### src/rtl/core_pkg.sv
// Shared constants and types for the five-stage MIPS core datapath.
package core_pkg;

  // Default datapath and register-index widths.
  localparam int unsigned CORE_DW = 32;
  localparam int unsigned CORE_RW = 5;

  // Forward-select encodings used by the EX-stage operand muxes.
  typedef enum logic [1:0] {
    FWD_REG = 2'b00,
    FWD_WB  = 2'b01,
    FWD_MEM = 2'b10
  } fwd_sel_e;

  // ALU operation class loaded by a bubble (add).
  localparam logic [3:0] BUBBLE_ALUOP = 4'b0000;

  // Registered EX-stage control bits.
  typedef struct packed {
    logic valid;
    logic reg_write;
    logic mem_read;
    logic mem_write;
    logic mem_to_reg;
  } ex_ctrl_t;

  localparam ex_ctrl_t BUBBLE_CTRL = '0;

  // True when a write-back source targets a live (non-zero) register equal to idx.
  function automatic logic fwd_match(input logic wr, input logic [CORE_RW-1:0] dst,
                                     input logic [CORE_RW-1:0] idx);
    return wr && (dst != '0) && (dst == idx);
  endfunction

endpackage

### src/rtl/fwd_unit.sv
// Per-operand forwarding: picks EX/MEM, MEM/WB or the captured register value.
module fwd_unit
  import core_pkg::*;
#(
  parameter int unsigned DW = CORE_DW,
  parameter int unsigned RW = CORE_RW
) (
  input  logic [RW-1:0] i_reg_idx,
  input  logic [DW-1:0] i_reg_data,
  input  logic          i_exmem_wr,
  input  logic [RW-1:0] i_exmem_dst,
  input  logic [DW-1:0] i_exmem_result,
  input  logic          i_memwb_wr,
  input  logic [RW-1:0] i_memwb_dst,
  input  logic [DW-1:0] i_memwb_data,
  output fwd_sel_e      o_sel,
  output logic [DW-1:0] o_data
);

  logic w_hit_mem;
  logic w_hit_wb;

  // Register 0 is hardwired to zero, so a zero destination never matches.
  assign w_hit_mem = i_exmem_wr && (i_exmem_dst != '0) && (i_exmem_dst == i_reg_idx);
  assign w_hit_wb  = i_memwb_wr && (i_memwb_dst != '0) && (i_memwb_dst == i_reg_idx);

  // Select source; the younger EX/MEM result wins over MEM/WB.
  always_comb begin
    o_sel = FWD_REG;
    if (w_hit_mem) begin
      o_sel = FWD_MEM;
    end else if (w_hit_wb) begin
      o_sel = FWD_WB;
    end
  end

  // Operand mux driven by the select above.
  always_comb begin
    o_data = i_reg_data;
    case (o_sel)
      FWD_MEM: o_data = i_exmem_result;
      FWD_WB:  o_data = i_memwb_data;
      default: o_data = i_reg_data;
    endcase
  end

endmodule

### src/rtl/id_ex_stage.sv
// ID/EX pipeline register with EX-side forwarding, ALU operand select and
// load-use hazard detection.
module id_ex_stage
  import core_pkg::*;
#(
  parameter int unsigned DW = CORE_DW,
  parameter int unsigned RW = CORE_RW
) (
  input  logic          clk,
  input  logic          reset,
  input  logic          stall,
  input  logic          flush,
  input  logic          id_valid,
  input  logic [DW-1:0] id_rs_data,
  input  logic [DW-1:0] id_rt_data,
  input  logic [RW-1:0] id_rs,
  input  logic [RW-1:0] id_rt,
  input  logic [RW-1:0] id_dst,
  input  logic [4:0]    id_shamt,
  input  logic [DW-1:0] id_imm,
  input  logic [3:0]    id_ALUOp,
  input  logic [5:0]    id_Funct,
  input  logic          id_ALUSrc1,
  input  logic          id_ALUSrc2,
  input  logic          id_RegWrite,
  input  logic          id_MemRead,
  input  logic          id_MemWrite,
  input  logic          id_MemtoReg,
  input  logic          exmem_RegWrite,
  input  logic [RW-1:0] exmem_dst,
  input  logic [DW-1:0] exmem_result,
  input  logic          memwb_RegWrite,
  input  logic [RW-1:0] memwb_dst,
  input  logic [DW-1:0] memwb_data,
  output logic [DW-1:0] ALU_In1,
  output logic [DW-1:0] ALU_In2,
  output logic [3:0]    ALU_ALUOp,
  output logic [5:0]    ALU_Funct,
  output logic [DW-1:0] ex_store_data,
  output logic [RW-1:0] ex_dst,
  output logic          ex_valid,
  output logic          ex_RegWrite,
  output logic          ex_MemRead,
  output logic          ex_MemWrite,
  output logic          ex_MemtoReg,
  output logic          load_use
);

  ex_ctrl_t      r_ctrl;
  logic [3:0]    r_alu_op;
  logic [5:0]    r_funct;
  logic [RW-1:0] r_rs;
  logic [RW-1:0] r_rt;
  logic [RW-1:0] r_dst;
  logic [4:0]    r_shamt;
  logic [DW-1:0] r_imm;
  logic [DW-1:0] r_rs_data;
  logic [DW-1:0] r_rt_data;
  logic          r_alu_src1;
  logic          r_alu_src2;

  fwd_sel_e      w_rs_sel;
  fwd_sel_e      w_rt_sel;
  logic [DW-1:0] w_rs_fwd;
  logic [DW-1:0] w_rt_fwd;

  // Pipeline register: flush beats stall; control bits are gated by id_valid.
  always_ff @(posedge clk or negedge reset) begin
    if (!reset) begin
      r_ctrl     <= BUBBLE_CTRL;
      r_alu_op   <= BUBBLE_ALUOP;
      r_funct    <= '0;
      r_rs       <= '0;
      r_rt       <= '0;
      r_dst      <= '0;
      r_shamt    <= '0;
      r_imm      <= '0;
      r_rs_data  <= '0;
      r_rt_data  <= '0;
      r_alu_src1 <= 1'b0;
      r_alu_src2 <= 1'b0;
    end else if (flush) begin
      r_ctrl     <= BUBBLE_CTRL;
      r_alu_op   <= BUBBLE_ALUOP;
      r_funct    <= '0;
      r_rs       <= '0;
      r_rt       <= '0;
      r_dst      <= '0;
      r_shamt    <= '0;
      r_imm      <= '0;
      r_rs_data  <= '0;
      r_rt_data  <= '0;
      r_alu_src1 <= 1'b0;
      r_alu_src2 <= 1'b0;
    end else if (!stall) begin
      r_ctrl.valid      <= id_valid;
      r_ctrl.reg_write  <= id_RegWrite & id_valid;
      r_ctrl.mem_read   <= id_MemRead & id_valid;
      r_ctrl.mem_write  <= id_MemWrite & id_valid;
      r_ctrl.mem_to_reg <= id_MemtoReg & id_valid;
      r_alu_op          <= id_ALUOp;
      r_funct           <= id_Funct;
      r_rs              <= id_rs;
      r_rt              <= id_rt;
      r_dst             <= id_dst;
      r_shamt           <= id_shamt;
      r_imm             <= id_imm;
      r_rs_data         <= id_rs_data;
      r_rt_data         <= id_rt_data;
      r_alu_src1        <= id_ALUSrc1;
      r_alu_src2        <= id_ALUSrc2;
    end
  end

  fwd_unit #(
    .DW (DW),
    .RW (RW)
  ) u_fwd_rs (
    .i_reg_idx      (r_rs),
    .i_reg_data     (r_rs_data),
    .i_exmem_wr     (exmem_RegWrite),
    .i_exmem_dst    (exmem_dst),
    .i_exmem_result (exmem_result),
    .i_memwb_wr     (memwb_RegWrite),
    .i_memwb_dst    (memwb_dst),
    .i_memwb_data   (memwb_data),
    .o_sel          (w_rs_sel),
    .o_data         (w_rs_fwd)
  );

  fwd_unit #(
    .DW (DW),
    .RW (RW)
  ) u_fwd_rt (
    .i_reg_idx      (r_rt),
    .i_reg_data     (r_rt_data),
    .i_exmem_wr     (exmem_RegWrite),
    .i_exmem_dst    (exmem_dst),
    .i_exmem_result (exmem_result),
    .i_memwb_wr     (memwb_RegWrite),
    .i_memwb_dst    (memwb_dst),
    .i_memwb_data   (memwb_data),
    .o_sel          (w_rt_sel),
    .o_data         (w_rt_fwd)
  );

  // Register 0 must always read the captured value; any forward on it is a bug.
  always_comb begin
    if (r_rs == '0) begin
      assert (w_rs_sel == FWD_REG);
    end
    if (r_rt == '0) begin
      assert (w_rt_sel == FWD_REG);
    end
  end

  // ALU operand select: shamt or forwarded rs, immediate or forwarded rt.
  always_comb begin
    ALU_In1       = r_alu_src1 ? {{(DW-5){1'b0}}, r_shamt} : w_rs_fwd;
    ALU_In2       = r_alu_src2 ? r_imm : w_rt_fwd;
    ex_store_data = w_rt_fwd;
  end

  assign ALU_ALUOp   = r_alu_op;
  assign ALU_Funct   = r_funct;
  assign ex_dst      = r_dst;
  assign ex_valid    = r_ctrl.valid;
  assign ex_RegWrite = r_ctrl.reg_write;
  assign ex_MemRead  = r_ctrl.mem_read;
  assign ex_MemWrite = r_ctrl.mem_write;
  assign ex_MemtoReg = r_ctrl.mem_to_reg;

  // Load in EX whose destination feeds the instruction now in ID; uses only
  // registered state and ID indices so stall/flush cannot loop back into it.
  assign load_use = r_ctrl.mem_read && (r_dst != '0) && ((r_dst == id_rs) || (r_dst == id_rt));

endmodule
### config.mk
export PLATFORM = sky130hd
export DESIGN_NAME = id_ex_stage
export DESIGN_NICKNAME = d
export VERILOG_FILES = /design/src/rtl/core_pkg.sv /design/src/rtl/fwd_unit.sv /design/src/rtl/id_ex_stage.sv
export SDC_FILE = /design/constraint.sdc
export NUM_CORES = 1
export LEC_CHECK = 0
export ABC_AREA = 1
export BUFFER_PORTS_ARGS = -buffer_cell sky130_fd_sc_hd__clkbuf_2
export CAP_MARGIN = 10
export CORE_MARGIN = 2
export CORE_UTILIZATION = 38
export DETAILED_ROUTE_END_ITERATION = 8
export GPL_ROUTABILITY_DRIVEN = 0
export GPL_TIMING_DRIVEN = 0
export PLACE_DENSITY_LB_ADDON = 0.1
export SYNTH_ARGS = -nofsm -noshare
export SYNTH_HDL_FRONTEND = slang
export SYNTH_SLANG_ARGS = --single-unit
### constraint.sdc
create_clock -name clk -period 2.3 [get_ports clk]
set_input_delay 0.46 -clock clk [delete_from_list [all_inputs] [get_ports clk]]
set_output_delay 0.46 -clock clk [all_outputs]
set_load 0.05 [all_outputs]
==> metrics.md, run 1 <==
| Metric | Value |
|---|---|
| Mean Syn Cell Area | `7.042 um^2` |
| Number of max-cap violations | `0` |
| Drt total wl | `36,560 um` |
| Crit path kind | `flop to output pin` |
| RSZ-0062 raised after global routing | `true` |
| Layout cells sized above 1 | `50.22%` |
| Reg power frac | `33.0%` |
| Max Transition Viols Final | `0` |
| Seq/Total Area, Yosys | `41.13%` |
| Status | `finished, violations left` |
| IO Port Bufs | `328` |
| Count of final hold-check violations | `0` |
| Hold Crit Class | `input pin to flop` |
| Synth area leaders | `dfrtp_1, nand3_1, nand2_1` |
| Post-Layout Cell Count | `1,848` |
| Antenna viol nets, final | `0` |
| CTS H-tree lvls | `4` |
| Placed insts | `1,753` |
| CTS tree | `done` |
| #FFs+latches synth | `133` |
| FILL cells | `1,744` |
| GRT Overall Usage | `30.48%` |
| Drt pass-1 iters | `7` |
| CP peak stage delay | `0.46 ns` |
| Reg2Reg Setup Slack | `1.10 ns` |
| Combinational Power Share | `31.3%` |
| Crit end category | `output pin` |
| Clock Tree Buf Depth | `2` |
| Vias in the first global route | `9,035` |
| Sink Count | `133` |
| Via-per-instance ratio | `5.214` |
| Register Area | `0.003333 mm^2` |
| Area added between synthesis and finish | `75.07%` |
| Global-route wire length before repair | `51,470 um` |
| Ys Warns | `0` |
| Clock transition at the registers of the reported paths | `0.07 ns` |
| Largest net degree at the start of global routing | `100` |
| TritonCTS buffer count | `17` |
| Critical Path Sink | `ex_store_data[25]` |
| Min-delay src | `id_imm[26]` |
| CP Data Required Time | `1.84 ns` |
| Skew final | `0 ns` |
| DR iter-0 viols | `693` |
| Cell Int Power | `4.864 mW` |
| Sw Ratio | `37.70%` |
| Die Y | `149.9 um` |
| Clk Tree Root Cell | `clkbuf_16` |
| Worst reg2reg path depth | `3` |
| Psw | `2.943 mW` |
| Placement Rows | `53` |
| I/O pin total | `330` |
| Critical Path Source | `r_rt[1]$_DFFE_PN0P_` |
| Synth unique cells | `27` |
| Largest fanout on the critical path | `5` |
| Worst-Margin Slew | `0.7873 ns` |
| Synth area leader | `dfrtp_1` |
| Top cell type's share of synthesized area | `41.13%` |
| Final period util | `120.7%` |
| WL per Instance | `19.78 um` |
| Worst vdd ir | `0.0004123 V` |
| Reg2Reg Launch Point | `r_alu_src1$_DFFE_PN0P_` |
| Antenna violations before repair | `2` |
| Slew HR | `47.52%` |
| Post-synth top cells | `nand2_1, nand3_1, dfrtp_1` |
| Starting Density | `38.61%` |
| Worst setup margin | `-0.4750 ns` |
| Worst Path Arrival | `2.32 ns` |
| CP Cell Sequence | `inv_2 -> nand2_1 -> nand2_1 -> nand2_2 -> nor2_4 -> nand3_4 -> buf_4 -> nand3_1 -> nand3_2 -> buf_4 -> clkbuf_8` |
| Clk_lat worst skew | `0.43 ns` |
| Setup Viol. Count Final | `96` |
| Nets | `1,771` |
| Die Area | `0.02248 mm^2` |
| Most numerous cell in the Yosys netlist | `nand2_1` |
| Slowest cell on the critical path | `dfrtp_1` |
| Worst r2r dst | `r_alu_src1$_DFFE_PN0P_` |
| Post-synth EDFFs | `0` |
| Min Clock Period, post-route | `2.775 ns` |
| Die W | `149.9 um` |
| Failing checks | `setup timing` |
| Most common flop cell mapped by yosys | `dfrtp_1` |
| Async SR Flop Fraction | `100.0%` |
| Startpoint Class | `flop` |
| Max frequency | `0.3604 GHz` |
| Multi-input combinational cell area | `0.005489 mm^2` |
| Total number of vias | `9,635` |
| Residual DRC | `0` |
| Lkg Pwr | `7.451 nW` |
| Hold Slack | `0.2132 ns` |
| Syn nets | `1,362` |
| Core area | `0.02096 mm^2` |
| Mapped cell area | `0.008092 mm^2` |
| PwrDens | `551.1 mW/mm^2` |
| Clock share of power | `35.6%` |
| Residual overflow from global routing | `0` |
| Half-perimeter wire length after placement | `26,010 um` |
| DP Worst Slack | `-0.3515 ns` |
| Post-synthesis cell count | `1,149` |
==> cell type report <==
cell class	instances	share of cell area (%)
Inverter	71	1.917
Clock buffer	17	3.003
Clock inverter	15	1.104
Multi-Input combinational cell	863	38.75
Buffer	83	4.443
Tap cell	275	2.429
Sequential cell	133	23.53
Antenna cell	2	0.03533
Timing Repair Buffer	389	24.79
==> power by group through the flow <==
stage / Sequential [mW] / Clock, mW / Combinational (mW)
finish: 2.58 / 2.78 / 2.45
CTS: 2.56 / 2.79 / 2.14
detailed placement: 2.60 / 0 / 1.79
global placement: 2.60 / 0 / 1.77
global route: 2.59 / 2.90 / 2.59
floorplan: 2.64 / 0 / 1.08
==> placed cells by master (no fill, tap or decap), types with 3 or more instances in the layout <==
cell type,count
inv_2,37
nand3_1,175
inv_1,33
nand2_2,74
nor2_2,3
nor2_4,4
nand3_4,52
buf_1,9
buf_16,3
o21ai_0,16
clkbuf_16,32
xnor2_2,4
clkbuf_1,27
nand3_2,132
nand2_1,364
dfrtp_2,4
o22ai_1,3
clkbuf_2,231
nor2_1,8
buf_6,33
buf_2,15
inv_6,6
dfrtp_1,129
buf_8,89
clkbuf_8,15
xor2_1,6
buf_4,22
inv_8,6
buf_12,11
xnor2_1,7
==> cells by family (layout without fill, tap and decap cells) <==
group,Yosys count,count (layout),share of synthesized area [%]
and+or+nand+nor,817,818,45.60
buffers and inverters,154,575,9.432
DFF,133,133,41.13
AOI/OAI and AO/OA,25,25,1.670
xor gates and xnor gates,20,20,2.165
other,0,2,0
==> repair_timing <==
item,CTS,global route
cloned,12,8
setup endpoints to repair,97,97
hold buffers,1,0
pin swaps,30,85
hold endpoints to repair,34,0
setup buffers,14,26
resized for setup,306,335
==> worst max-delay path: cells and delay by family (launching register included) <==
| family | cells | cell delay [ns] |
|---|---|---|
| buffers and inverters | 4 | 0.64 |
| DFF | 1 | 0.46 |
| and+or+nand+nor | 7 | 0.78 |
==> registers in the layout (all words and copies together) (netlist names), 4 cells and up <==
signal,flops
r_rs_data,32
r_rt,5
r_rt_data,32
ALU_Funct,6
ALU_ALUOp,4
ex_dst,5
r_imm,32
r_rs,5
r_shamt,5
==> through the flow <==
stage / utilization [%] / instance area (um^2) / power [mW] / TNS, ns
3_3_place_gp: 49.40 / 10350 / 4.376 / -230.41
2_1_floorplan: - / 8367 / 3.716 / 0
5_1_grt: 67.58 / 14160 / 8.072 / -46.60
3_5_place_dp: 49.58 / 10390 / 4.386 / -22.26
6_report: 67.60 / 14170 / 7.807 / -37.84
4_1_cts: 60.14 / 12600 / 7.483 / -35.82
==> worst min path at each step <==
stage,depth (start not counted),slack [ns],end
2_1_floorplan,0,0.16,ALU_ALUOp[0]$_DFFE_PN0P_
3_3_place_gp,2,0.49,r_rt_data[13]$_DFFE_PN0P_
3_5_place_dp,1,0.39,r_shamt[0]$_DFFE_PN0P_
4_1_cts,3,0.20,r_imm[26]$_DFFE_PN0P_
5_1_grt,3,0.22,r_imm[27]$_DFFE_PN0P_
6_report,3,0.21,r_imm[26]$_DFFE_PN0P_
==> metal layers <==
| layer | vias up | routed length, um | global-route usage, % |
|---|---|---|---|
| li1 | 4562 | - | - |
| met1 | 4509 | 14970 | 40.48 |
| met2 | 474 | 17220 | 47.74 |
| met3 | 88 | 3141 | 7.683 |
| met4 | 2 | 1203 | 11.89 |
| met5 | - | 13 | 0 |
Power figures use the tool's default switching activity.
==> inputs of run 2 (changes only) <==
--- a/config.mk
+++ b/config.mk
@@ -10,6 +10,7 @@
 export CAP_MARGIN = 10
 export CORE_MARGIN = 2
 export CORE_UTILIZATION = 38
+export CTS_BUF_LIST = sky130_fd_sc_hd__clkbuf_2 sky130_fd_sc_hd__clkbuf_4 sky130_fd_sc_hd__clkbuf_8
 export DETAILED_ROUTE_END_ITERATION = 8
 export GPL_ROUTABILITY_DRIVEN = 0
 export GPL_TIMING_DRIVEN = 0
==> metrics.md, run 2 (synthesis gave the netlist of run 1 again) <==
| Metric | Value |
|---|---|
| Status | `finished, violations left (unchanged)` |
| Failing checks | `setup timing (unchanged)` |
| Starting Density | `38.61% (unchanged)` |
| CTS H-tree lvls | `4 (unchanged)` |
| Cell Int Power | `4.161 mW (was 4.864 mW)` |
| Slew HR | `47.09% (was 47.52%)` |
| Clock Tree Buf Depth | `2 (unchanged)` |
| Layout cells sized above 1 | `48.05% (was 50.22%)` |
| Hold Crit Class | `input pin to flop (unchanged)` |
| Worst Path Arrival | `2.39 ns (was 2.32 ns)` |
| Via-per-instance ratio | `5.204 (was 5.214)` |
| Area added between synthesis and finish | `66.92% (was 75.07%)` |
| Core Util, Final | `64.46% (was 67.60%)` |
| GRT Overall Usage | `30.28% (was 30.48%)` |
| Commonest non-fill, non-tap cell in the layout | `nand2_1 (unchanged)` |
| Startpoint Class | `flop (unchanged)` |
| Max frequency | `0.3504 GHz (was 0.3604 GHz)` |
| Worst setup margin | `-0.5542 ns (was -0.4750 ns)` |
| Half-perimeter wire length after placement | `26,010 um (unchanged)` |
| DP Worst Slack | `-0.3515 ns (unchanged)` |
| Worst vdd ir | `0.0003361 V (was 0.0004123 V)` |
| Die Area | `0.02248 mm^2 (unchanged)` |
| Psw | `2.791 mW (was 2.943 mW)` |
| Largest fanout on the critical path | `5 (unchanged)` |
| Global-route wire length before repair | `51,300 um (was 51,470 um)` |
| Most frequent cells in the layout | `nand2_1, clkbuf_2, nand3_1, dfrtp_1, nand3_2 (was nand2_1, clkbuf_2, nand3_1, nand3_2, dfrtp_1)` |
| Drt pass-1 iters | `5 (was 7)` |
| Die Y | `149.9 um (unchanged)` |
| Sink Count | `133 (unchanged)` |
| CTS tree | `done (unchanged)` |
| Clk_lat worst skew | `0.47 ns (was 0.43 ns)` |
| Drt total wl | `35,700 um (was 36,560 um)` |
| Min Clock Period, post-route | `2.854 ns (was 2.775 ns)` |
| Core area | `0.02096 mm^2 (unchanged)` |
| Crit path kind | `flop to output pin (unchanged)` |
| Lkg Pwr | `7.214 nW (was 7.451 nW)` |
| Skew final | `0 ns (unchanged)` |
| Clock share of power | `29.2% (was 35.6%)` |
| Nets | `1,765 (was 1,771)` |
| CP Data Required Time | `1.84 ns (about the same)` |
| IO Port Bufs | `328 (unchanged)` |
| I/O pin total | `330 (unchanged)` |
| CP Cell Sequence | `inv_2 -> nand2_1 -> o21ai_1 -> nor2_1 -> nand3_1 -> nor2_4 -> buf_6 -> buf_6 -> nand3_1 -> nand3_2 -> nand2_1 -> nand2_2 -> buf_8 (was inv_2 -> nand2_1 -> nand2_1 -> nand2_2 -> nor2_4 -> nand3_4 -> buf_4 -> nand3_1 -> nand3_2 -> buf_4 -> clkbuf_8)` |
| Sw Ratio | `40.15% (was 37.70%)` |
| Final period util | `124.1% (was 120.7%)` |
| Max Transition Viols Final | `0 (unchanged)` |
| Placement Rows | `53 (unchanged)` |
| Number of max-cap violations | `0 (unchanged)` |
| Clock transition at the registers of the reported paths | `0.10 ns (was 0.07 ns)` |
| Die W | `149.9 um (unchanged)` |
| Residual DRC | `0 (unchanged)` |
| DR iter-0 viols | `764 (was 693)` |
| Crit end category | `output pin (unchanged)` |
| FILL cells | `1,848 (was 1,744)` |
| Antenna viol nets, final | `0 (unchanged)` |
| Largest net degree at the start of global routing | `100 (unchanged)` |
| TritonCTS buffer count | `17 (unchanged)` |
| Largest regs | `r_imm (32), r_rs_data (32), r_rt_data (32) (unchanged)` |
| Worst-Margin Slew | `0.7937 ns (was 0.7873 ns)` |
| Placed insts | `1,753 (unchanged)` |
| Residual overflow from global routing | `0 (unchanged)` |
| Count of final hold-check violations | `0 (unchanged)` |
| Setup Viol. Count Final | `96 (unchanged)` |
| Total number of vias | `9,580 (was 9,635)` |
| Antenna violations before repair | `2 (unchanged)` |
| CP peak stage delay | `0.45 ns (was 0.46 ns)` |
| Post-Layout Cell Count | `1,841 (was 1,848)` |
| Reg power frac | `37.0% (was 33.0%)` |
| Vias in the first global route | `8,966 (was 9,035)` |
| Slowest cell on the critical path | `dfrtp_1 (unchanged)` |
| RSZ-0062 raised after global routing | `true (unchanged)` |
| PwrDens | `514.7 mW/mm^2 (was 551.1 mW/mm^2)` |
| WL per Instance | `19.39 um (was 19.78 um)` |
| Combinational Power Share | `33.8% (was 31.3%)` |
| Clk Tree Root Cell | `clkbuf_8 (was clkbuf_16)` |
[run 2: cell types whose count changed in the layout (fill, tap and decap cells not counted), moves of 6 or more]
cell	previous run	this run
buf_8	89	74
nand3_1	175	195
nand3_4	52	46
nand2_1	364	373
buf_4	22	31
nand2_2	74	65
nand3_2	132	118
clkbuf_16	32	6
clkbuf_8	15	44
buf_6	33	25
[run 2: power by group through the flow]
stage          sequential, mW  combinational (mW)  clock, mW
6_report                 2.57                2.35       2.03
5_1_grt                  2.58                2.49       2.16
4_1_cts                  2.56                2.09       2.05
3_5_place_dp             2.60                1.79          0
3_3_place_gp             2.60                1.77          0
2_1_floorplan            2.64                1.08          0
[run 2: metrics by stage]
stage,power (mW),area (um^2),hold WS (ns),setup TNS (ns)
4_1_cts,6.699,12230,0.1544,-41.80
3_5_place_dp,4.386,10390,0.3930,-22.26
3_3_place_gp,4.376,10350,0.4911,-230.41
5_1_grt,7.229,13500,0.1675,-55.01
6_report,6.952,13510,0.1762,-43.64
2_1_floorplan,3.716,8367,0.1644,0
[run 2: what timing repair did]
action | in CTS | in global routing
buffers inserted | 11 | 26
setup endpoints to repair | 97 | 97
hold endpoints to repair | 34 | 0
pin swaps | 24 | 71
gates resized for setup | 276 | 284
gates cloned | 7 | 10
hold buffers | 1 | 0
[run 2: routing by layer]
layer / track usage (%) / vias to the layer above / routed length (um)
met1: 40.64 / 4516 / 14840
met5: 0 / - / 11
li1: - / 4550 / -
met3: 7.927 / 76 / 2973
met2: 48.06 / 436 / 16930
met4: 8.962 / 2 / 951
[run 2: layout make-up]
type                    instances  area [um^2]  share of cell area (%)
diodes                          1        2.502                 0.01853
multi-input cells             863         5278                   39.07
clock inverters                15        156.4                   1.158
flip-flops and latches        133         3336                   24.70
clock buffers                  17        234.0                   1.732
repair buffers                383         3273                   24.23
plain buffers                  83        611.8                   4.530
well taps                     275        344.1                   2.547
inverters                      71        271.5                   2.010
[run 2: final timing paths]
path                                        start                  endpoint  slack [ns]  cells past startpoint
max                           r_rt[1]$_DFFE_PN0P_               ALU_In2[27]       -0.55                     13
min                                   id_ALUOp[0]  ALU_ALUOp[0]$_DFFE_PN0P_        0.18                      3
max reg2reg                r_alu_src1$_DFFE_PN0P_    r_alu_src1$_DFFE_PN0P_        0.89                      3
min reg2reg                  r_imm[7]$_DFFE_PN0P_      r_imm[7]$_DFFE_PN0P_        0.52                      2
max in group asynchronous                   reset     r_imm[11]$_DFFE_PN0P_        1.05                      3
min in group asynchronous                   reset    r_shamt[0]$_DFFE_PN0P_        0.46                      2
[run 2: worst max-delay path: cells and delay by family, from the launching register on]
family / cells / cell delay, ns
DFF: 1 / 0.45
buffers and inverters: 4 / 0.49
AOI/OAI and AO/OA: 1 / 0.06
and+or+nand+nor: 8 / 0.93
==> inputs of run 3 (changes only) <==
==> constraint.sdc (replaced) <==
create_clock -name clk -period 2.3 [get_ports clk]
set_input_delay 0.345 -clock clk [delete_from_list [all_inputs] [get_ports clk]]
set_output_delay 0.345 -clock clk [all_outputs]
set_load 0.05 [all_outputs]
==> metrics.md, run 3 (synthesis gave the netlist of run 1 again) <==
| Metric | Value |
|---|---|
| Status | `finished, violations left (unchanged)` |
| Failing checks | `setup timing (unchanged)` |
| Final TNS setup | `-31.81 ns (was -43.64 ns)` |
| DP Worst Slack | `-0.1029 ns (was -0.3515 ns)` |
| Area added between synthesis and finish | `63.58% (was 66.92%)` |
| Core area | `0.02096 mm^2 (unchanged)` |
| Most frequent cells in the layout | `nand2_1, clkbuf_2, nand3_1, dfrtp_1, nand3_2 (unchanged)` |
| Final instance area | `0.01324 mm^2 (was 0.01351 mm^2)` |
| TritonCTS buffer count | `17 (unchanged)` |
| Max Transition Viols Final | `0 (unchanged)` |
| Startpoint Class | `flop (unchanged)` |
| Lkg Pwr | `7.162 nW (was 7.214 nW)` |
| Crit path kind | `flop to output pin (unchanged)` |
| GRT Overall Usage | `29.84% (was 30.28%)` |
| Min Clock Period, post-route | `2.707 ns (was 2.854 ns)` |
| Count of final hold-check violations | `0 (unchanged)` |
| Max frequency | `0.3694 GHz (was 0.3504 GHz)` |
| CP Data Required Time | `1.96 ns (was 1.84 ns)` |
| Antenna violations before repair | `5 (was 2)` |
| Half-perimeter wire length after placement | `25,820 um (was 26,010 um)` |
| Slowest cell on the critical path | `dfrtp_1 (unchanged)` |
| Final period util | `117.7% (was 124.1%)` |
| Die W | `149.9 um (unchanged)` |
| FILL cells | `1,875 (was 1,848)` |
| IO Port Bufs | `328 (unchanged)` |
| Clk_lat worst skew | `0.47 ns (about the same)` |
| WL per Instance | `19.33 um (was 19.39 um)` |
| PwrDens | `522.1 mW/mm^2 (was 514.7 mW/mm^2)` |
| Reg2Reg Setup Slack | `1.10 ns (was 0.89 ns)` |
| Placement Rows | `53 (unchanged)` |
| DR iter-0 viols | `627 (was 764)` |
| Residual overflow from global routing | `0 (unchanged)` |
| Layout cells sized above 1 | `46.07% (was 48.05%)` |
| Core Util, Final | `63.17% (was 64.46%)` |
| Via-per-instance ratio | `5.191 (was 5.204)` |
| Largest regs | `r_imm (32), r_rs_data (32), r_rt_data (32) (unchanged)` |
| Largest fanout on the critical path | `10 (was 5)` |
| Clock Tree Buf Depth | `2 (unchanged)` |
| Drt total wl | `35,600 um (was 35,700 um)` |
| Commonest non-fill, non-tap cell in the layout | `nand2_1 (unchanged)` |
| Register Area | `0.003329 mm^2 (was 0.003336 mm^2)` |
| Skew final | `0 ns (unchanged)` |
| RSZ-0062 raised after global routing | `true (unchanged)` |
| Nets | `1,763 (was 1,765)` |
| Antenna viol nets, final | `0 (unchanged)` |
| Worst-Margin Slew | `0.7873 ns (was 0.7937 ns)` |
| Crit end category | `output pin (unchanged)` |
| Slew HR | `47.52% (was 47.09%)` |
| Clk Tree Root Cell | `clkbuf_8 (unchanged)` |
| Die Y | `149.9 um (unchanged)` |
| Largest net degree at the start of global routing | `99 (was 100)` |
| Global-route wire length before repair | `50,600 um (was 51,300 um)` |
| Critical path's top delay family | `simple AND/OR/NAND/NOR gates (unchanged)` |
| Worst Path Arrival | `2.36 ns (was 2.39 ns)` |
| Number of max-cap violations | `0 (unchanged)` |
| Hold Crit Class | `input pin to flop (unchanged)` |
| CTS H-tree lvls | `4 (unchanged)` |
| Starting Density | `38.61% (unchanged)` |
| Setup Viol. Count Final | `96 (unchanged)` |
| Residual DRC | `0 (unchanged)` |
| Worst vdd ir | `0.0003423 V (was 0.0003361 V)` |
| Die Area | `0.02248 mm^2 (unchanged)` |
| Vias in the first global route | `9,075 (was 8,966)` |
| Drt pass-1 iters | `5 (unchanged)` |
| Sink Count | `133 (unchanged)` |
| Post-DP Area | `0.01019 mm^2 (was 0.01039 mm^2)` |
| CTS tree | `done (unchanged)` |
| Clock transition at the registers of the reported paths | `0.10 ns (about the same)` |
| Buf+Inv Stages, Crit Path | `4 (unchanged)` |
| CP Cell Sequence | `xnor2_1 -> nand3_2 -> nor2_4 -> nand2_4 -> buf_12 -> buf_12 -> nand3_1 -> nand3_1 -> nand2_2 -> inv_1 -> buf_8 (was inv_2 -> nand2_1 -> o21ai_1 -> nor2_1 -> nand3_1 -> nor2_4 -> buf_6 -> buf_6 -> nand3_1 -> nand3_2 -> nand2_1 -> nand2_2 -> buf_8)` |
| Worst setup margin | `-0.4069 ns (was -0.5542 ns)` |
| Total number of vias | `9,561 (was 9,580)` |
| CP peak stage delay | `0.44 ns (was 0.45 ns)` |
| I/O pin total | `330 (unchanged)` |
| Multi-input combinational cell area | `0.005069 mm^2 (was 0.005278 mm^2)` |
## run 3: stage by stage
step           hold WS (ns)  total power [mW]  cells
2_1_floorplan       0.04941             3.682   1149
3_3_place_gp         0.4902             4.339   1752
3_5_place_dp         0.2791             4.354   1753
4_1_cts             0.03220             6.637   1801
5_1_grt             0.04707             7.201   1840
6_report            0.05472             6.911   1842
## run 3: power by group
part	switching [mW]	leakage [nW]	internal (mW)	total, mW
registers	0.104	1.77	2.47	2.57
clock network	1.19	0.201	0.817	2.00
logic	1.46	5.19	0.873	2.34
total	2.76	7.16	4.16	6.91
## run 3: layout make-up
| type | instances | share of cell area (%) |
|---|---|---|
| clock inverter | 15 | 1.134 |
| timing repair buffer | 381 | 24.38 |
| tap | 275 | 2.599 |
| buffer | 83 | 4.547 |
| multi-input combinational | 863 | 38.29 |
| inverter | 71 | 2.051 |
| antenna | 4 | 0.07562 |
| sequential | 133 | 25.15 |
| clock buffer | 17 | 1.768 |
## run 3: what timing repair did
item / 4_1_cts / 5_1_grt
pin swaps: 27 / 63
resized for setup: 267 / 315
hold endpoints to repair: 35 / 0
endpoints found under the setup margin: 97 / 97
hold buffers: 1 / 0
gates cloned: 7 / 7
setup buffers: 8 / 30
## run 3: routing by layer
layer  routed length (um)  vias to the layer above  global-route usage, %
li1                     -                     4535                      -
met3                 3027                       79                  6.890
met4                 1081                        0                  9.811
met1                14740                     4510                  40.04
met5                    0                        -                      0
met2                16750                      437                  47.65
## run 3: worst paths after layout
check	from	to	cells after the start
min in group asynchronous	reset	r_shamt[0]$_DFFE_PN0P_	2
min reg2reg	r_imm[27]$_DFFE_PN0P_	r_imm[27]$_DFFE_PN0P_	2
max	r_rs[2]$_DFFE_PN0P_	ALU_In1[26]	11
max in group asynchronous	reset	ex_dst[0]$_DFFE_PN0P_	3
max reg2reg	r_alu_src1$_DFFE_PN0P_	r_alu_src1$_DFFE_PN0P_	3
min	id_Funct[4]	ALU_Funct[4]$_DFFE_PN0P_	3
## run 3: worst register-to-register path: stages, from the launching register on
cell	delay, ns
dfrtp_1	0.45
inv_1	0.16
clkbuf_2	0.33
o21ai_0	0.14
